$ cat config.mk
export PLATFORM = sky130hd
export DESIGN_NAME = score_digits_render
export DESIGN_NICKNAME = d
export VERILOG_FILES = /design/src/rtl/score_digits_pkg.sv /design/src/rtl/score_digits_render_glyph_rom.sv /design/src/rtl/score_digits_render.sv
export SDC_FILE = /design/constraint.sdc
export NUM_CORES = 1
export LEC_CHECK = 0
export CORE_MARGIN = 5
export CORE_UTILIZATION = 40
export DETAILED_ROUTE_END_ITERATION = 10
export PLACE_DENSITY = 0.65
export SETUP_SLACK_MARGIN = 0.1
export SYNTH_ARGS = -nofsm -noshare
export SYNTH_HDL_FRONTEND = slang
export SYNTH_SLANG_ARGS = --single-unit
$ cat constraint.sdc
create_clock -name clk -period 4.65 [get_ports clk]
set_clock_uncertainty 0.05 [all_clocks]
set_input_delay 0.465 -clock clk [delete_from_list [all_inputs] [get_ports clk]]
set_output_delay 0.465 -clock clk [all_outputs]
set_load 0.02 [all_outputs]
$ cat src/rtl/score_digits_pkg.sv
// Shared constants for the score digit renderer: glyph geometry, the 3x5
// digit font and the conversion state encoding.
package score_digits_pkg;

  localparam int unsigned GLYPH_W    = 4;
  localparam int unsigned GLYPH_H    = 5;
  localparam int unsigned GLYPH_BITS = 15;

  // Each entry is {col0 row0..row4, col1 row0..row4, col2 row0..row4}.
  localparam logic [9:0][GLYPH_BITS-1:0] GLYPH_TBL = {
    15'b11101_10101_11111,  // 9
    15'b11111_10101_11111,  // 8
    15'b10001_10110_11000,  // 7
    15'b11111_10101_10111,  // 6
    15'b11101_10101_10111,  // 5
    15'b11100_00100_11111,  // 4
    15'b10101_10101_11111,  // 3
    15'b10111_10101_11101,  // 2
    15'b00000_00000_11111,  // 1
    15'b11111_10001_11111   // 0
  };

  typedef enum logic [1:0] {
    IDLE    = 2'd0,
    CONVERT = 2'd1,
    COMMIT  = 2'd2
  } state_t;

  // 10^n, used to derive the saturation threshold at elaboration time.
  function automatic logic [31:0] pow10(input int unsigned n);
    logic [31:0] p;
    p = 32'd1;
    for (int unsigned i = 0; i < n; i++) p = p * 32'd10;
    return p;
  endfunction

endpackage

$ cat src/rtl/score_digits_render_glyph_rom.sv
// Combinational 3x5 digit font lookup: (nibble, column, row) -> pixel.
module glyph_rom_5x4
  import score_digits_pkg::*;
(
  input  logic [3:0] i_nibble,
  input  logic [1:0] i_col,
  input  logic [2:0] i_row,
  output logic       o_pix_c
);

  logic [GLYPH_BITS-1:0] w_glyph;
  logic [3:0]            w_idx;
  logic                  w_in_cell;

  // Select the glyph word and the bit addressed by column/row.
  always_comb begin
    w_glyph   = '1;
    if (i_nibble <= 4'd9) w_glyph = GLYPH_TBL[i_nibble];
    w_in_cell = (32'(i_col) < GLYPH_W - 1) && (32'(i_row) < GLYPH_H);
    w_idx     = 4'(GLYPH_BITS - 1) - (4'(i_col) * 4'd5 + 4'(i_row));
    o_pix_c   = 1'b0;
    if (w_in_cell) o_pix_c = w_glyph[w_idx];
  end

endmodule

$ cat src/rtl/score_digits_render.sv
// Score display block: double-dabble binary->BCD conversion into a committed
// display register, plus a registered glyph pixel lookup for the video path.
// Optional feature: define SCORE_LEAD_ZERO_BLANK_EN to blank leading zeros.
module score_digits_render
  import score_digits_pkg::*;
#(
  parameter int unsigned NUM_DIGITS = 4,
  parameter int unsigned SCORE_W    = 14
) (
  input  logic                                              clk,
  input  logic                                              rst_n,
  input  logic                                              score_valid,
  input  logic [SCORE_W-1:0]                                score,
  output logic                                              score_ready,
  output logic                                              busy,
  output logic                                              done,
  output logic [4*NUM_DIGITS-1:0]                           bcd,
  input  logic [((NUM_DIGITS > 1) ? $clog2(NUM_DIGITS) : 1)-1:0] digit_sel,
  input  logic [1:0]                                        pix_col,
  input  logic [2:0]                                        pix_row,
  output logic                                              pix_on
);

  localparam int unsigned BCD_W     = 4 * NUM_DIGITS;
  localparam int unsigned DSEL_W    = (NUM_DIGITS > 1) ? $clog2(NUM_DIGITS) : 1;
  localparam int unsigned CNT_W     = $clog2(SCORE_W + 1);
  localparam logic [31:0] SAT_LIMIT = pow10(NUM_DIGITS);

  state_t             r_state;
  logic [SCORE_W-1:0] r_score;
  logic [BCD_W-1:0]   r_bcd_sr;
  logic [BCD_W-1:0]   r_disp;
  logic [CNT_W-1:0]   r_cnt;
  logic               r_sat;
  logic               r_ready;
  logic               r_busy;
  logic               r_done;
  logic               r_pix;

  logic [BCD_W-1:0]   w_adj;
  logic [BCD_W-1:0]   w_shift;
  logic [3:0]         w_nib;
  logic               w_sel_ok;
  logic               w_blank;
  logic               w_rom_pix;

  // Double-dabble step: add 3 to every nibble >= 5, then shift in the score MSB.
  always_comb begin
    w_adj = r_bcd_sr;
    for (int d = 0; d < NUM_DIGITS; d++) begin
      if (r_bcd_sr[4*d +: 4] >= 4'd5) w_adj[4*d +: 4] = r_bcd_sr[4*d +: 4] + 4'd3;
    end
    w_shift = {w_adj[BCD_W-2:0], r_score[SCORE_W-1]};
  end

  // Conversion state machine; display register only changes in COMMIT.
  always_ff @(posedge clk or negedge rst_n) begin
    if (!rst_n) begin
      r_state  <= IDLE;
      r_score  <= '0;
      r_bcd_sr <= '0;
      r_disp   <= '0;
      r_cnt    <= '0;
      r_sat    <= 1'b0;
      r_ready  <= 1'b1;
      r_busy   <= 1'b0;
      r_done   <= 1'b0;
    end else begin
      r_done <= 1'b0;
      case (r_state)
        IDLE: begin
          if (score_valid) begin
            r_score  <= score;
            r_sat    <= (32'(score) >= SAT_LIMIT);
            r_bcd_sr <= '0;
            r_cnt    <= CNT_W'(SCORE_W);
            r_state  <= CONVERT;
            r_ready  <= 1'b0;
            r_busy   <= 1'b1;
          end
        end
        CONVERT: begin
          r_bcd_sr <= w_shift;
          r_score  <= r_score << 1;
          r_cnt    <= r_cnt - CNT_W'(1);
          if (r_cnt == CNT_W'(1)) r_state <= COMMIT;
        end
        COMMIT: begin
          r_disp  <= r_sat ? {NUM_DIGITS{4'h9}} : r_bcd_sr;
          r_done  <= 1'b1;
          r_state <= IDLE;
          r_ready <= 1'b1;
          r_busy  <= 1'b0;
        end
        default: begin
          r_state <= IDLE;
          r_ready <= 1'b1;
          r_busy  <= 1'b0;
        end
      endcase
    end
  end

  // Pick the committed nibble for the digit being drawn.
  always_comb begin
    w_nib    = 4'd0;
    w_sel_ok = 1'b0;
    for (int d = 0; d < NUM_DIGITS; d++) begin
      if (digit_sel == DSEL_W'(d)) begin
        w_nib    = r_disp[4*d +: 4];
        w_sel_ok = 1'b1;
      end
    end
  end

`ifdef SCORE_LEAD_ZERO_BLANK_EN
  logic w_upper_nz;

  // A digit is blank when it and every digit above it are zero; digit 0 always drawn.
  always_comb begin
    w_upper_nz = 1'b0;
    for (int d = 0; d < NUM_DIGITS; d++) begin
      if ((DSEL_W'(d) >= digit_sel) && (r_disp[4*d +: 4] != 4'd0)) w_upper_nz = 1'b1;
    end
    w_blank = (digit_sel != '0) && !w_upper_nz;
  end
`else
  assign w_blank = 1'b0;
`endif

  glyph_rom_5x4 u_glyph_rom (
    .i_nibble (w_nib),
    .i_col    (pix_col),
    .i_row    (pix_row),
    .o_pix_c  (w_rom_pix)
  );

  // Registered pixel output, one cycle after the pixel coordinates.
  always_ff @(posedge clk or negedge rst_n) begin
    if (!rst_n) r_pix <= 1'b0;
    else        r_pix <= w_sel_ok && !w_blank && w_rom_pix;
  end

  assign score_ready = r_ready;
  assign busy        = r_busy;
  assign done        = r_done;
  assign bcd         = r_disp;
  assign pix_on      = r_pix;

endmodule

==> impl_metrics.yaml, run 1 <==
final_layout:
  drive_above_1_share_pct: 6.494
  mostFrequentLayoutCells: "56 x dfrtp_1, 54 x nand2_1, 42 x clkdlybuf4s50_1"
  fillers: 722
  area_delta_synth_final_pct: 22.85
  fin_area_um2: 3835
  fin_nets: 420
  antenna_cells: 0
  final_common_cell: "dfrtp_1"
  final_util_pct: 50.15
cts:
  clkSinkCount: 57
  cts_tree: "done"
  clock_latency_ns: 0.32
  cts_max_level: 3
  postCtsSetupRepairBufs: 0
  hold_buffers: 0
  cts-resized-gates: 0
  cts_root_buf: "clkbuf_8"
  cts_made_buffers: 9
  clk_pin_slew_worst_paths_ns: 0.07
  clockBufferDepth: 2
detailed_routing:
  highest_layer: "met4"
  route.detailed.drc: 0
  postRouteAntennaNets: 0
  vias: 2532
  routed_wl_um: 6773
  routed-wl-met2_um: 3084
  vias_per_cell: 5.199
  drt_first_iter_violations: 139
  drt-pass1-iter-count: 4
  wl_met1_um: 3287
  met3_length_um: 326
  wl_per_cell_um: 13.91
critical_path:
  cp_slowest_stage_delay_ns: 0.70
  crit_arrival_ns: 3.03
  critPathMaxFanout: 8
  crit_buf_inv: 2
  r2r_end: "pix_on"
  crit_family: "adder cells"
  start_kind: "input pin"
  reg2reg_from: "bcd[13]"
  critPathCapture: "pix_on"
  path_depth: 9
  worstPathCellList: "clkdlybuf4s50_1 -> ha_1 -> inv_1 -> fa_1 -> nand2_1 -> or3_1 -> and4b_1 -> nand4_1 -> o311ai_1"
  end_kind: "flop"
  worst-r2r-setup-slack_ns: 2.50
  r2r_cells: 6
  critPathRequiredTime_ns: 4.79
  worstSetupPathType: "input pin to flop"
  cpMaxStageDelayCell: "fa_1"
  crit_start: "pix_col[0]"
logic_synthesis:
  async_reset_ff_share_pct: 100.0
  avgSynthCellArea_um2: 9.049
  seq_area_frac_synth_pct: 45.73
  netlist-cell-type-count: 43
  synth_edf_count: 0
  synth_seq_cells: 57
  yosys_warnings: 0
  synth.cell_area_um2: 3122
  synth_flop_cell: "dfrtp_1"
  synthCells: 345
  syn_nets: 385
grt:
  grt_pass1_vias: 2591
  grt_usage_pct: 15.04
  gr-total-overflow: 0
  grt_antenna_before_repair: 0
  grt_pass1_wl_um: 12040
  grt_max_degree: 58
floorplan:
  ioPinCount: 44
  core_area_um2: 7647
  rows: 32
  initial_core_util_pct: 40.82
  die_y_um: 98.34
  die_area_um2: 9671
  die_w_um: 98.34
sta:
  period_minus_slack_ns: 2.892
  slew_headroom_pct: 31.99
  setup_viol: 0
  clock.fmax_mhz: 345.8
  grt_setup_unrepaired: "no"
  fin_tns_setup_ns: 0
  tightest_slew_ns: 1.020
  slew_viol_final: 0
  hold_viol: 0
  fin_crit_sh_pct: 62.19
pwr:
  powerDensity_nw_per_um2: 649.9
  p_leak_nw: 1.667
  ir_drop_mv: 0.2437
run:
  maxCapViolCount: 0
placed_design:
  gp_congestion: 0.9394
  dpl-instance-area_um2: 3608
  io_buffers: 43
  hpwl_um: 4723
status:
  status: "completed"
min_path:
  hold_class: "input pin to asynchronous set/reset pin"
-- worst min path at each step --
stage / slack [ns] / depth (start not counted) / startpoint / endpoint
final: 0.23 / 2 / rst_n / r_score[10]
after global routing: 0.30 / 2 / rst_n / r_score[9]
after CTS: 0.25 / 2 / rst_n / r_score[9]
after global placement: 0.43 / 2 / r_score[12] / r_score[13]
after floorplan: 0.12 / 0 / rst_n / bcd[0]
after detailed placement: 0.45 / 2 / r_score[12] / r_score[13]
-- layout make-up --
type	count	area, µm²	share of cell area (%)
clock inverter	1	30.03	0.7830
timing repair buffer	45	440.4	11.48
clock buffer	15	196.4	5.122
inverter	17	63.81	1.664
sequential	57	1428	37.23
tap	102	127.6	3.328
multi-input combinational	250	1549	40.39
-- per-layer routing --
metal,vias up,track usage (%)
li1,1266,-
met3,8,3.714
met5,-,0
met4,0,5.252
met1,1191,20.23
met2,67,23.66
-- registers in the layout, indices dropped and copies added (netlist names) --
register and cells:
bcd 16, busy 1, done 1, pix_on 1, r_bcd_sr 16, r_cnt 4, r_sat 1, r_score 14
r_state 2, score_ready 1
-- cells in the mapped netlist (all sizes together) (2+ instances only) --
cell type / number / area (µm²)
buf: 3 / 18.77
or2: 2 / 12.52
inv: 17 / 63.81
a31oi: 13 / 81.33
a32o: 4 / 40.04
nand3b: 2 / 15.01
nand3: 2 / 10.01
mux4: 4 / 93.84
nor2: 38 / 142.6
o32ai: 3 / 26.28
nand2b: 14 / 87.58
dfrtp: 56 / 1401
xnor2: 7 / 61.31
o31ai: 10 / 75.07
nor3: 2 / 10.01
nand2: 54 / 202.7
nor2b: 5 / 31.28
xor2: 5 / 43.79
clkbuf: 18 / 67.56
o22ai: 4 / 25.02
a22oi: 2 / 15.01
o21ai: 30 / 150.1
or3: 3 / 18.77
a21oi: 16 / 80.08
nand4: 2 / 12.51
ha: 15 / 187.7
-- cell families (layout without fill, tap and decap cells) --
logic type | Yosys count | count (layout) | share of synthesized area, %
AOI/OAI and AO/OA | 88 | 88 | 17.36
DFF | 57 | 57 | 45.73
and+or+nand+nor | 129 | 129 | 18.76
buffers and inverters | 38 | 78 | 4.809
adders and majority gates | 16 | 16 | 6.653
xor gates and xnor gates | 12 | 12 | 3.367
muxes | 5 | 5 | 3.327
-- report_power, final --
part	leakage [nW]	internal [W]	switching [W]
combinational	0.825	0.000481	0.000600
clock	0.116	0.000321	0.000192
sequential	0.726	0.000711	0.000188
-- metrics by stage --
step | power, W | std cells | hold WS (ns) | setup WS, ns
final | 0.002492 | 487 | 0.2293 | 1.758
after global routing | 0.002710 | 487 | 0.3031 | 1.616
after CTS | 0.002516 | 487 | 0.2482 | 1.776
after detailed placement | 0.001988 | 471 | 0.4501 | 1.436
after global placement | 0.001960 | 471 | 0.4340 | 1.486
after floorplan | 0.001646 | 345 | 0.1194 | 1.991
Power figures use the tool's default switching activity.
==> run 2, diff against run 1 <==
==> constraint.sdc (replaced) <==
create_clock -name clk -period 2.7 [get_ports clk]
set_clock_uncertainty 0.05 [all_clocks]
set_input_delay 0.27 -clock clk [delete_from_list [all_inputs] [get_ports clk]]
set_output_delay 0.27 -clock clk [all_outputs]
set_load 0.02 [all_outputs]
==> impl_metrics.yaml, run 2 (synthesized netlist as in run 1, its figures left out) <==
cts:
  clockBufferDepth: 2
  cts_max_level: 3
  clock_latency_ns: 0.33
  cts_tree: "done"
  cts_root_buf: "clkbuf_8"
  clkSinkCount: 57
  cts_made_buffers: 9
  clk_pin_slew_worst_paths_ns: 0.07
grt:
  grt_util_met3_pct: 3.714
  gr-total-overflow: 0
  grt-busiest-layer: "met2"
  grt_pass1_vias: 2552
  grt_usage_pct: 15.45
  grt_max_degree: 35
  grt_antenna_before_repair: 0
  grt_pass1_wl_um: 12250
  use_met1_pct: 21.16
  grt.met2_usage_pct: 23.66
critical_path:
  critPathRequiredTime_ns: 2.88
  crit_start: "pix_col[1]"
  end_kind: "flop"
  reg2reg_from: "bcd[13]"
  start_kind: "input pin"
  crit_arrival_ns: 2.53
  worst-r2r-setup-slack_ns: 0.66
  critPathMaxFanout: 3
  worstSetupPathType: "input pin to flop"
status:
  status: "completed"
sta:
  period_minus_slack_ns: 2.347
  slew_viol_final: 0
  clock.fmax_mhz: 426.1
  setup_viol: 0
  slew_headroom_pct: 30.77
  fin_ws_ns: 0.3529
  tightest_slew_ns: 1.038
  fin_tns_setup_ns: 0
  whs_ns: 0.4294
  fin_crit_sh_pct: 86.93
  hold_viol: 0
  grt_setup_unrepaired: "no"
final_layout:
  fillers: 710
  area_delta_synth_final_pct: 26.69
  instances_no_fill: 501
  mostFrequentLayoutCells: "56 x dfrtp_1, 54 x nand2_1, 42 x clkdlybuf4s50_1"
  final_util_pct: 51.72
  drive_above_1_share_pct: 9.524
  fin_nets: 434
  antenna_cells: 0
  final_common_cell: "dfrtp_1"
detailed_routing:
  route.detailed.drc: 0
  vias: 2563
  vias_per_cell: 5.116
  drt-pass1-iter-count: 4
  wl_per_cell_um: 13.90
  routed_wl_um: 6963
  postRouteAntennaNets: 0
  drt_first_iter_violations: 141
pwr:
  p_leak_nw: 1.736
  powerDensity_nw_per_um2: 1113
  ir_drop_mv: 0.4190
run:
  maxCapViolCount: 0
floorplan:
  ioPinCount: 44
  core_area_um2: 7647
  initial_core_util_pct: 40.82
  die_w_um: 98.34
  rows: 32
  die_area_um2: 9671
  die_y_um: 98.34
placed_design:
  io_buffers: 43
  gp_congestion: 0.8321
  dp_cells: 484
  place_ws_ns: 0.03582
  hpwl_um: 5103
min_path:
  hold_class: "input pin to asynchronous set/reset pin"
-- run 2: area by class of cell --
| type | instances | area (µm²) | share of cell area, % |
|---|---|---|---|
| flip-flops and latches | 57 | 1428 | 36.10 |
| clock inverters | 5 | 77.57 | 1.961 |
| clock buffers | 11 | 151.4 | 3.828 |
| inverters | 17 | 63.81 | 1.613 |
| multi-input cells | 250 | 1546 | 39.10 |
| repair buffers | 59 | 560.5 | 14.17 |
| well taps | 102 | 127.6 | 3.227 |
-- run 2: through the flow --
step / instance area, µm² / total power (W)
final: 3955 / 0.004404
after global routing: 3955 / 0.004780
after CTS: 3955 / 0.004452
after detailed placement: 3716 / 0.003524
after global placement: 3716 / 0.003479
after floorplan: 3122 / 0.002834
-- run 2: path summary, 6_finish.rpt --
kind | endpoint | cells after the start
worst max-delay path | pix_on | 9
worst min-delay path | busy | 2
worst max register to register | pix_on | 7
worst min register to register | r_score[13] | 2
max in group asynchronous | r_bcd_sr[13] | 3
min in group clk | r_score[13] | 2
-- run 2: what timing repair did --
item	in CTS	in global routing
buffers inserted	0	0
hold endpoints to repair	22	0
hold buffers	1	0
gates resized for setup	0	0
-- run 2: worst max-delay path: stages --
cell and delay (ns):
clkdlybuf4s50_1 0.43, ha_1 0.29, inv_1 0.06, ha_1 0.28, nor2b_1 0.12, o21a_1 0.16
o21ai_0 0.26, or4bb_1 0.43, o311ai_1 0.23
-- run 2: where the power goes --
group          switching (W)  internal (W)  total (W)
clock network       0.000340      0.000567   0.000907
logic                0.00105      0.000904    0.00195
registers           0.000321       0.00122    0.00154
-- run 2: metal layers --
layer	routed length, µm	share of wire (%)
met1	3398	49
met2	3156	45
met3	329	4.7
met4	79	1.1
met5	0	0
==> run 3, diff against run 2 <==
--- a/config.mk
+++ b/config.mk
@@ -5,6 +5,7 @@
 export SDC_FILE = /design/constraint.sdc
 export NUM_CORES = 1
 export LEC_CHECK = 0
+export ABC_CLOCK_PERIOD_IN_PS = 2700
 export CORE_MARGIN = 5
 export CORE_UTILIZATION = 40
 export DETAILED_ROUTE_END_ITERATION = 10
==> results of run 3 <==
No change in the layout: final DEF, timing and power equal those of run 2.
